--- config.mk ---
export PLATFORM = sky130hd
export DESIGN_NAME = replay_control
export DESIGN_NICKNAME = d
export VERILOG_FILES = /design/src/rtl/replay_control.sv
export SDC_FILE = /design/constraint.sdc
export NUM_CORES = 1
export LEC_CHECK = 0
export CORE_MARGIN = 5
export CORE_UTILIZATION = 35
export DETAILED_ROUTE_END_ITERATION = 16
export GPL_TIMING_DRIVEN = 0
export SLEW_MARGIN = 20
export SYNTH_ARGS = -nofsm -noshare
export SYNTH_HDL_FRONTEND = slang
export SYNTH_SLANG_ARGS = --single-unit
export TNS_END_PERCENT = 100
--- constraint.sdc ---
create_clock -name clk -period 1.9 [get_ports clk]
set_clock_uncertainty 0.05 [all_clocks]
set_input_delay 0.285 -clock clk [delete_from_list [all_inputs] [get_ports clk]]
set_output_delay 0.285 -clock clk [all_outputs]
set_load 0.005 [all_outputs]
--- src/rtl/replay_control.sv ---
`default_nettype none
// ============================================================================
// Module      : replay_control
// Description : Register-file recovery controller. An error starts a sweep
//               of replay addresses, PORTS lanes per beat under valid/ready.
//               An error during a sweep restarts it, and too many restarts
//               lock the block in a sticky FATAL state. The controller counts
//               accepted errors with a saturating counter.
// Revision    : 1.0 - initial release
// ============================================================================
module replay_control #(
  parameter int ADDR_WIDTH = 5,
  parameter int NUM_REG    = 2**ADDR_WIDTH,
  parameter int PORTS      = 1,
  parameter int MAX_RETRY  = 3,
  parameter int CNT_WIDTH  = 8
) (
  input  logic                        clk,
  input  logic                        rst,
  input  logic                        error_i,
  input  logic                        replay_ready_i,
  output logic                        replay_valid_o,
  output logic [PORTS*ADDR_WIDTH-1:0] replay_addr_o,
  output logic [PORTS-1:0]            replay_en_o,
  output logic                        busy_o,
  output logic                        done_o,
  output logic                        fatal_o,
  output logic [CNT_WIDTH-1:0]        error_count_o
);

  // Retry counter needs at least one bit even when no restarts are allowed.
  localparam int c_RETRY_W = (MAX_RETRY > 0) ? $clog2(MAX_RETRY + 1) : 1;
  // Lane index width: base + k can reach almost twice the register count.
  localparam int c_LANE_W  = ADDR_WIDTH + 2;

  localparam logic [c_RETRY_W-1:0]  c_RETRY_MAX = c_RETRY_W'(MAX_RETRY);
  localparam logic [ADDR_WIDTH:0]   c_PORTS     = (ADDR_WIDTH + 1)'(PORTS);
  localparam logic [ADDR_WIDTH:0]   c_NUM_REG   = (ADDR_WIDTH + 1)'(NUM_REG);
  localparam logic [c_LANE_W-1:0]   c_NUM_REG_L = c_LANE_W'(NUM_REG);

  typedef enum logic [1:0] {
    S_IDLE   = 2'd0,
    S_REPLAY = 2'd1,
    S_DONE   = 2'd2,
    S_FATAL  = 2'd3
  } state_t;

  state_t                 r_state, w_state_nxt;
  logic [ADDR_WIDTH:0]    r_base,  w_base_nxt;
  logic [c_RETRY_W-1:0]   r_retry, w_retry_nxt;
  logic [CNT_WIDTH-1:0]   r_cnt,   w_cnt_nxt;
  logic [CNT_WIDTH-1:0]   w_cnt_inc;
  logic [ADDR_WIDTH:0]    w_base_step;

  assign w_cnt_inc   = (r_cnt == {CNT_WIDTH{1'b1}}) ? r_cnt : r_cnt + 1'b1;
  assign w_base_step = r_base + c_PORTS;

  // State and sweep registers; reset returns everything to zero.
  always_ff @(posedge clk) begin
    if (rst) begin
      r_state <= S_IDLE;
      r_base  <= '0;
      r_retry <= '0;
      r_cnt   <= '0;
    end else begin
      r_state <= w_state_nxt;
      r_base  <= w_base_nxt;
      r_retry <= w_retry_nxt;
      r_cnt   <= w_cnt_nxt;
    end
  end

  // Next-state logic; an error always takes priority over a handshake.
  always_comb begin
    w_state_nxt = r_state;
    w_base_nxt  = r_base;
    w_retry_nxt = r_retry;
    w_cnt_nxt   = r_cnt;
    case (r_state)
      S_IDLE: begin
        if (error_i) begin
          w_state_nxt = S_REPLAY;
          w_base_nxt  = '0;
          w_retry_nxt = '0;
          w_cnt_nxt   = w_cnt_inc;
        end
      end
      S_REPLAY: begin
        if (error_i) begin
          w_cnt_nxt = w_cnt_inc;
          if (r_retry >= c_RETRY_MAX) begin
            w_state_nxt = S_FATAL;
          end else begin
            w_base_nxt  = '0;
            w_retry_nxt = r_retry + 1'b1;
          end
        end else if (replay_ready_i) begin
          w_base_nxt = w_base_step;
          if (w_base_step >= c_NUM_REG) begin
            w_state_nxt = S_DONE;
          end
        end
      end
      S_DONE: begin
        if (error_i) begin
          w_state_nxt = S_REPLAY;
          w_base_nxt  = '0;
          w_retry_nxt = '0;
          w_cnt_nxt   = w_cnt_inc;
        end else begin
          w_state_nxt = S_IDLE;
        end
      end
      S_FATAL: begin
        w_state_nxt = S_FATAL;
      end
      default: begin
        w_state_nxt = S_IDLE;
      end
    endcase
  end

  assign replay_valid_o = (r_state == S_REPLAY);
  assign busy_o         = (r_state == S_REPLAY);
  assign done_o         = (r_state == S_DONE);
  assign fatal_o        = (r_state == S_FATAL);
  assign error_count_o  = r_cnt;

  // Per-lane address decode; lanes past the end of the file are disabled
  // and drive address zero.
  for (genvar k = 0; k < PORTS; k++) begin : g_lane
    logic [c_LANE_W-1:0] w_lane;
    logic                w_en;
    assign w_lane = {1'b0, r_base} + c_LANE_W'(k);
    assign w_en   = (r_state == S_REPLAY) && (w_lane < c_NUM_REG_L);
    assign replay_en_o[k] = w_en;
    assign replay_addr_o[k*ADDR_WIDTH +: ADDR_WIDTH] =
      w_en ? w_lane[ADDR_WIDTH-1:0] : '0;
  end

endmodule
`default_nettype wire

==> results of run 1 <==
-- tightest hold or removal path, delay by kind of cell, from the launching register on --
| kind | cells | cell delay (ps) |
|---|---|---|
| DFF | 1 | 350 |
| and+or+nand+nor | 1 | 80 |
| AOI/OAI and AO/OA | 1 | 60 |
-- state kept, by name (all words and copies together) (netlist names) --
signal	count
error_count_o	8
r_base	6
r_retry	2
r_state	2
-- cells in the final DEF, fill, tap and decap left out, types with 2 or more instances in the layout --
cell type	n
dfxtp_2	2
buf_4	5
ha_1	3
nand2b_1	2
mux2i_1	4
and2_1	8
nand3_1	2
dfxtp_1	15
xor2_1	9
clkdlybuf4s50_1	15
nand2_1	3
a21oi_1	3
and4_1	2
nor2_1	17
o21ai_0	3
dlygate4sd2_1	5
clkbuf_4	3
nand4_1	5
-- power breakdown --
part | total (mW) | internal (mW) | switching (mW) | leakage (nW)
clock network | 0.238 | 0.117 | 0.121 | 0.0210
registers | 0.396 | 0.386 | 0.00969 | 0.148
logic | 0.0988 | 0.0523 | 0.0465 | 0.379
total | 0.733 | 0.556 | 0.177 | 0.548
-- per-layer routing --
metal	wire, um	part of all wire	up-vias	GRT usage
met5	0	0	-	0
met4	16	0.0077	0	0.0494
met3	123	0.059	2	0.0409
met2	931	0.45	16	0.188
met1	1010	0.49	392	0.138
li1	-	-	437	-
-- logic make-up after synthesis --
kind of cell	count (synthesis)	synth area share
fa+ha+maj	3	0.0378
simple gates	50	0.297
buf+inv	6	0.0378
mux	4	0.0403
compound gates	16	0.136
xor+xnor	10	0.0882
flops	18	0.363
-- timing repair --
action	in CTS	in global routing
pin swaps	4	1
gates resized for setup	12	3
buffers inserted	2	1
setup endpoints to repair	8	2
-- cell type report --
| type | count | area share |
|---|---|---|
| Multi-Input combinational cell | 83 | 0.465 |
| Sequential cell | 18 | 0.277 |
| Timing Repair Buffer | 24 | 0.173 |
| Tap cell | 31 | 0.0293 |
| Clock buffer | 4 | 0.0274 |
| Buffer | 4 | 0.0227 |
| Inverter | 2 | 0.00568 |
-- how the worst max path moves through the flow --
stage                           startpoint                to  cells after the start
after detailed placement        r_state[0]  replay_addr_o[2]                      4
after global placement          r_state[0]  replay_addr_o[2]                      4
final                           r_state[1]    replay_valid_o                      4
after floorplan           error_count_o[0]  error_count_o[1]                      5
after CTS                       r_state[1]    replay_valid_o                      4
after global routing            r_state[1]  replay_addr_o[3]                      5
-- through the flow --
step	setup TNS [ps]	utilization	hold WS, ps	std cells
floorplan	0	-	308	107
global placement	-918	0.454	426	159
detailed placement	-944	0.454	440	159
CTS	0	0.477	468	165
global route	0	0.484	536	166
finish	0	0.484	460	166
==> flow_summary_export.csv, run 1 <==
group,metric,value,unit
yosys,avgSynthCellArea,9.28,um^2
yosys,synth_area_leaders,"dfxtp_1, xor2_1, nor2_1, and2_1, mux2i_1",
timing,slew_headroom,0.710,
hold_path,min_path_type,"flop to flop",
yosys,ys.flop_type,"dfxtp_1",
cells_and_area,seq_area,367,um^2
floorplan,die_area,4000,um^2
grt,grt_antenna_before_repair,0,
setup_path,critPathArrivalTime,1460,ps
cells_and_area,num-fill-cells,277,
route,ant_nets,0,
hold_path,min_path_cells,2,
placed_design,routabilityCongestion,0.769,
setup_path,worst_r2r_endpoint,"error_count_o[1]",
grt,grt_pass1_wl,3820,um
cells_and_area,stdcell_area,1320,um^2
setup_path,r2r_setup_slack,240,ps
clock_network,clk_latency,290,ps
timing,setup_viol,0,
route,drc,0,
yosys,yosysWarnings,0,
setup_path,endpoint_kind,"output pin",
cells_and_area,layout-drive-gt1-share,0.163,
grt,grt_start_max_net_pins,11,
setup_path,slowest_stage,"clkdlybuf4s50_1",
pwr,p_total,0.733,mW
clock_network,ctsRootBufferMaster,"clkbuf_4",
hold_path,hold_end,"r_retry[1]",
placed_design,place.port_buffers,21,
yosys,yosys_register_bits,18,
floorplan,fp.dieH,63.3,um
setup_path,crit_chain,"buf_6, nor2_4, buf_4, clkdlybuf4s50_1",
floorplan,die_x,63.3,um
timing,fmax,0.556,GHz
floorplan,num_rows,19,
route,drt-total-wl,2080,um
timing,finalMaxSlewViolations,0,
clock_network,cts_made_buffers,3,
setup_path,path_class,"flop to output pin",
outcome,status,"finished, final reports clean",
setup_path,crit_family,"buffers and inverters",
timing,finalCritPeriodShare,0.947,
cells_and_area,syn_to_final_growth,33.1,%
setup_path,r2r_start,"error_count_o[0]",
placed_design,dp_hpwl,1560,um
floorplan,core_area,2730,um^2
route,first_pass_iters,4,
setup_path,critPathMaxStageDelay,480,ps
clock_network,h-tree-depth,1,
setup_path,start_kind,"flop",
placed_design,placed_cell_area,1240,um^2
cells_and_area,multi_input_area,614,um^2
setup_path,required,1560,ps
route,drtIter0Drc,33,
grt,grt.total_usage,0.116,
floorplan,ios,22,
run,cap_violations,0,
clock_network,cts.sinks,18,
hold_path,min_from,"r_retry[1]",
clock_network,cts_tree,"done",
route,vias_per_cell,5.10,
yosys,synth.distinct_cells,38,
timing,rsz0062_at_grt,"no",
grt,overflow,0,
setup_path,cp_num_buf_inv,3,
clock_network,clkTransAtPathRegs,110,ps
pwr,vdd_drop_max,320,uV
placed_design,pre_cts_slack,-176,ps
cells_and_area,nNetsFinal,143,
clock_network,clk_path_buf_depth,2,
setup_path,rr_worst_depth,5,
yosys,ys_seq_area_frac,0.363,
pwr,p_per_area,554,nW/um^2
route,vias,847,
yosys,syn-num-nets,114,
cells_and_area,n_antenna_cell,0,
yosys,yosys.area.top_type,"dfxtp_1",
setup_path,critPathMaxFanout,10,
pwr,leakagePower,0.548,nW
timing,fin_ws,101,ps
yosys,synthCells,107,
yosys,synth_common_cells,"dfxtp_1, nor2_1, xor2_1",
yosys,yosysTopAreaCellShare,0.363,
route,wire_per_inst,12.5,um
yosys,syn_area,993,um^2
floorplan,initial_core_util,0.363,
grt,grt_pass1_vias,888,
timing,hold_viol,0,
timing,period_needed,1800,ps
timing,tightest_slew,435,ps
yosys,synthArstFlopShare,0,
yosys,synth_edf_count,0,
clock_network,cts_hold_buf,0,
(Power assumes the default switching activity.)
==> run 2, diff against run 1 <==
--- a/config.mk
+++ b/config.mk
@@ -5,6 +5,7 @@
 export SDC_FILE = /design/constraint.sdc
 export NUM_CORES = 1
 export LEC_CHECK = 0
+export ABC_AREA = 1
 export CORE_MARGIN = 5
 export CORE_UTILIZATION = 35
 export DETAILED_ROUTE_END_ITERATION = 16
==> flow_summary_export.csv, run 2 <==
group,metric,value,unit
outcome,status,"finished, final reports clean",
placed_design,dp_hpwl,1750,um
timing,tightest_slew,405,ps
setup_path,critPathMaxFanout,5,
placed_design,routabilityCongestion,0.789,
clock_network,cts_made_buffers,3,
route,first_pass_iters,4,
setup_path,cp_num_buf_inv,2,
placed_design,place.port_buffers,20,
pwr,leakagePower,0.595,nW
clock_network,cts.sinks,18,
floorplan,ios,22,
yosys,muxShareOfSynthArea,0,
cells_and_area,final_util,0.477,
cells_and_area,seq_area,368,um^2
setup_path,cp.depth,3,
yosys,synthArstFlopShare,0,
pwr,p_comb_frac,0.195,
hold_path,min_path_cells,2,
yosys,synth_compound_area_frac,0.103,
floorplan,die_x,64.8,um
pwr,p_clk_frac,0.258,
floorplan,initial_core_util,0.374,
grt,overflow,0,
cells_and_area,syn_to_final_growth,27.4,%
clock_network,clk_path_buf_depth,2,
timing,setup_viol,0,
yosys,avgSynthCellArea,6.48,um^2
placed_design,post-place-cells,213,
yosys,synth_top_family_by_area,"simple AND/OR/NAND/NOR gates",
yosys,synth-xor-area-share,0.0250,
setup_path,slowest_stage,"clkdlybuf4s50_1",
grt,grt_start_max_net_pins,10,
pwr,vdd_drop_max,339,uV
yosys,yosys.area.top_type,"dfxtp_1",
clock_network,cts_tree,"done",
yosys,ys.flop_type,"dfxtp_1",
grt,grt_antenna_before_repair,0,
timing,setup_tns,0,ps
timing,rsz0062_at_grt,"no",
setup_path,crit_family,"buffers and inverters",
route,ant_nets,0,
yosys,ys_seq_area_frac,0.343,
clock_network,ctsRootBufferMaster,"clkbuf_4",
grt,grt_pass1_wl,3800,um
pwr,swShare,0.287,
yosys,syn-num-nets,169,
yosys,synth-simple-area-share,0.399,
timing,period_needed,1810,ps
route,drt-total-wl,2280,um
route,vias,1035,
pwr,p_sw,0.214,mW
cells_and_area,stdcell_area,1340,um^2
clock_network,cts_hold_buf,0,
grt,grt_pass1_vias,914,
floorplan,num_rows,19,
timing,fmax,0.553,GHz
clock_network,h-tree-depth,1,
setup_path,worst_r2r_endpoint,"error_count_o[0]",
clock_network,clk_latency,290,ps
setup_path,path_class,"flop to output pin",
timing,finalCritPeriodShare,0.951,
yosys,synth_area_leaders,"dfxtp_1, nand2_1, nor2_1, inv_1, nand3_1",
timing,fin_ws,92.2,ps
yosys,synth_edf_count,0,
hold_path,hold_end,"r_state[1]",
cells_and_area,nNetsFinal,196,
timing,hold_viol,0,
setup_path,critPathArrivalTime,1470,ps
cells_and_area,final_common_cell,"nand2_1",
run,cap_violations,0,
yosys,yosysTopAreaCellShare,0.343,
pwr,seqPwrFrac,0.547,
yosys,synthAdderAreaFrac,0.0358,
yosys,syn_area,1050,um^2
cells_and_area,instances_no_fill,218,
timing,slew_headroom,0.730,
setup_path,rr_worst_depth,7,
cells_and_area,final_cell_mix,"nand2_1, nor2_1, inv_1",
clock_network,clkTransAtPathRegs,110,ps
cells_and_area,num-fill-cells,310,
setup_path,r2r_setup_slack,380,ps
yosys,yosys_register_bits,18,
pwr,p_per_area,557,nW/um^2
setup_path,endpoint_kind,"output pin",
setup_path,crit_chain,"buf_4, nor2_4, clkdlybuf4s50_1",
timing,finalMaxSlewViolations,0,
route,drtIter0Drc,29,
yosys,yosysWarnings,0,
cells_and_area,largest_reg_flops,8,
placed_design,placed_cell_area,1290,um^2
hold_path,min_from,"rst",
cells_and_area,n_antenna_cell,0,
cells_and_area,layout-drive-gt1-share,0.144,
floorplan,fp.dieH,64.8,um
yosys,synthCells,162,
floorplan,core_area,2810,um^2
setup_path,critPathMaxStageDelay,520,ps
yosys,synth.distinct_cells,24,
cells_and_area,multi_input_area,601,um^2
floorplan,die_area,4190,um^2
route,drc,0,
setup_path,required,1560,ps
route,wire_per_inst,10.4,um
yosys,yosysMostFrequentCell,"nand2_1",
hold_path,min_path_type,"input pin to flop",
pwr,internal-power,0.532,mW
route,vias_per_cell,4.75,
setup_path,r2r_start,"error_count_o[0]",
grt,grt.total_usage,0.114,
placed_design,pre_cts_slack,151,ps
setup_path,start_kind,"flop",
yosys,synth_common_cells,"nand2_1, nor2_1, inv_1",
-- run 2: how the worst max path moves through the flow --
stage / startpoint / endpoint / slack (ps)
floorplan: error_count_o[0] / error_count_o[0] / 580
global placement: r_state[0] / replay_addr_o[3] / 160
detailed placement: r_state[0] / replay_addr_o[1] / 150
CTS: r_state[1] / replay_en_o / 2
global route: r_state[1] / fatal_o / 20
finish: r_state[1] / busy_o / 90
-- run 2: routing by layer --
metal	global-route usage	routed length, um	share of wire	up-vias
met5	0	0	0	-
met4	0.0317	25	0.011	0
met3	0.0432	87	0.038	4
met2	0.183	1040	0.46	15
met1	0.142	1120	0.49	462
li1	-	-	-	554
-- run 2: timing repair --
item                                    CTS  global route
pin swaps                                 1             2
setup buffers                             2             0
endpoints found under the setup margin    6             2
resized for setup                        11             5
hold endpoints to repair                  0             0
cloned                                    0             0
-- run 2: power groups by stage --
stage	Combinational (mW)	Clock (mW)	Sequential [mW]
floorplan	0.0873	0	0.413
global placement	0.137	0	0.416
detailed placement	0.139	0	0.417
CTS	0.147	0.203	0.407
global route	0.165	0.219	0.411
finish	0.145	0.193	0.408
-- run 2: layout make-up --
type | count | share of cell area
clock buffers | 3 | 0.0168
repair buffers | 22 | 0.156
multi-input cells | 119 | 0.449
inverters | 23 | 0.0645
well taps | 31 | 0.0290
flip-flops and latches | 18 | 0.275
plain buffers | 2 | 0.00935
-- run 2: cells by family after synthesis --
family / count (synthesis)
buf+inv: 25
compound gates: 18
fa+ha+maj: 3
xor+xnor: 3
flops: 18
simple gates: 95
-- run 2: per-stage QoR --
step	hold WS [ps]	power [mW]
floorplan	398	0.501
global placement	408	0.553
detailed placement	416	0.555
CTS	237	0.757
global route	242	0.794
finish	234	0.746
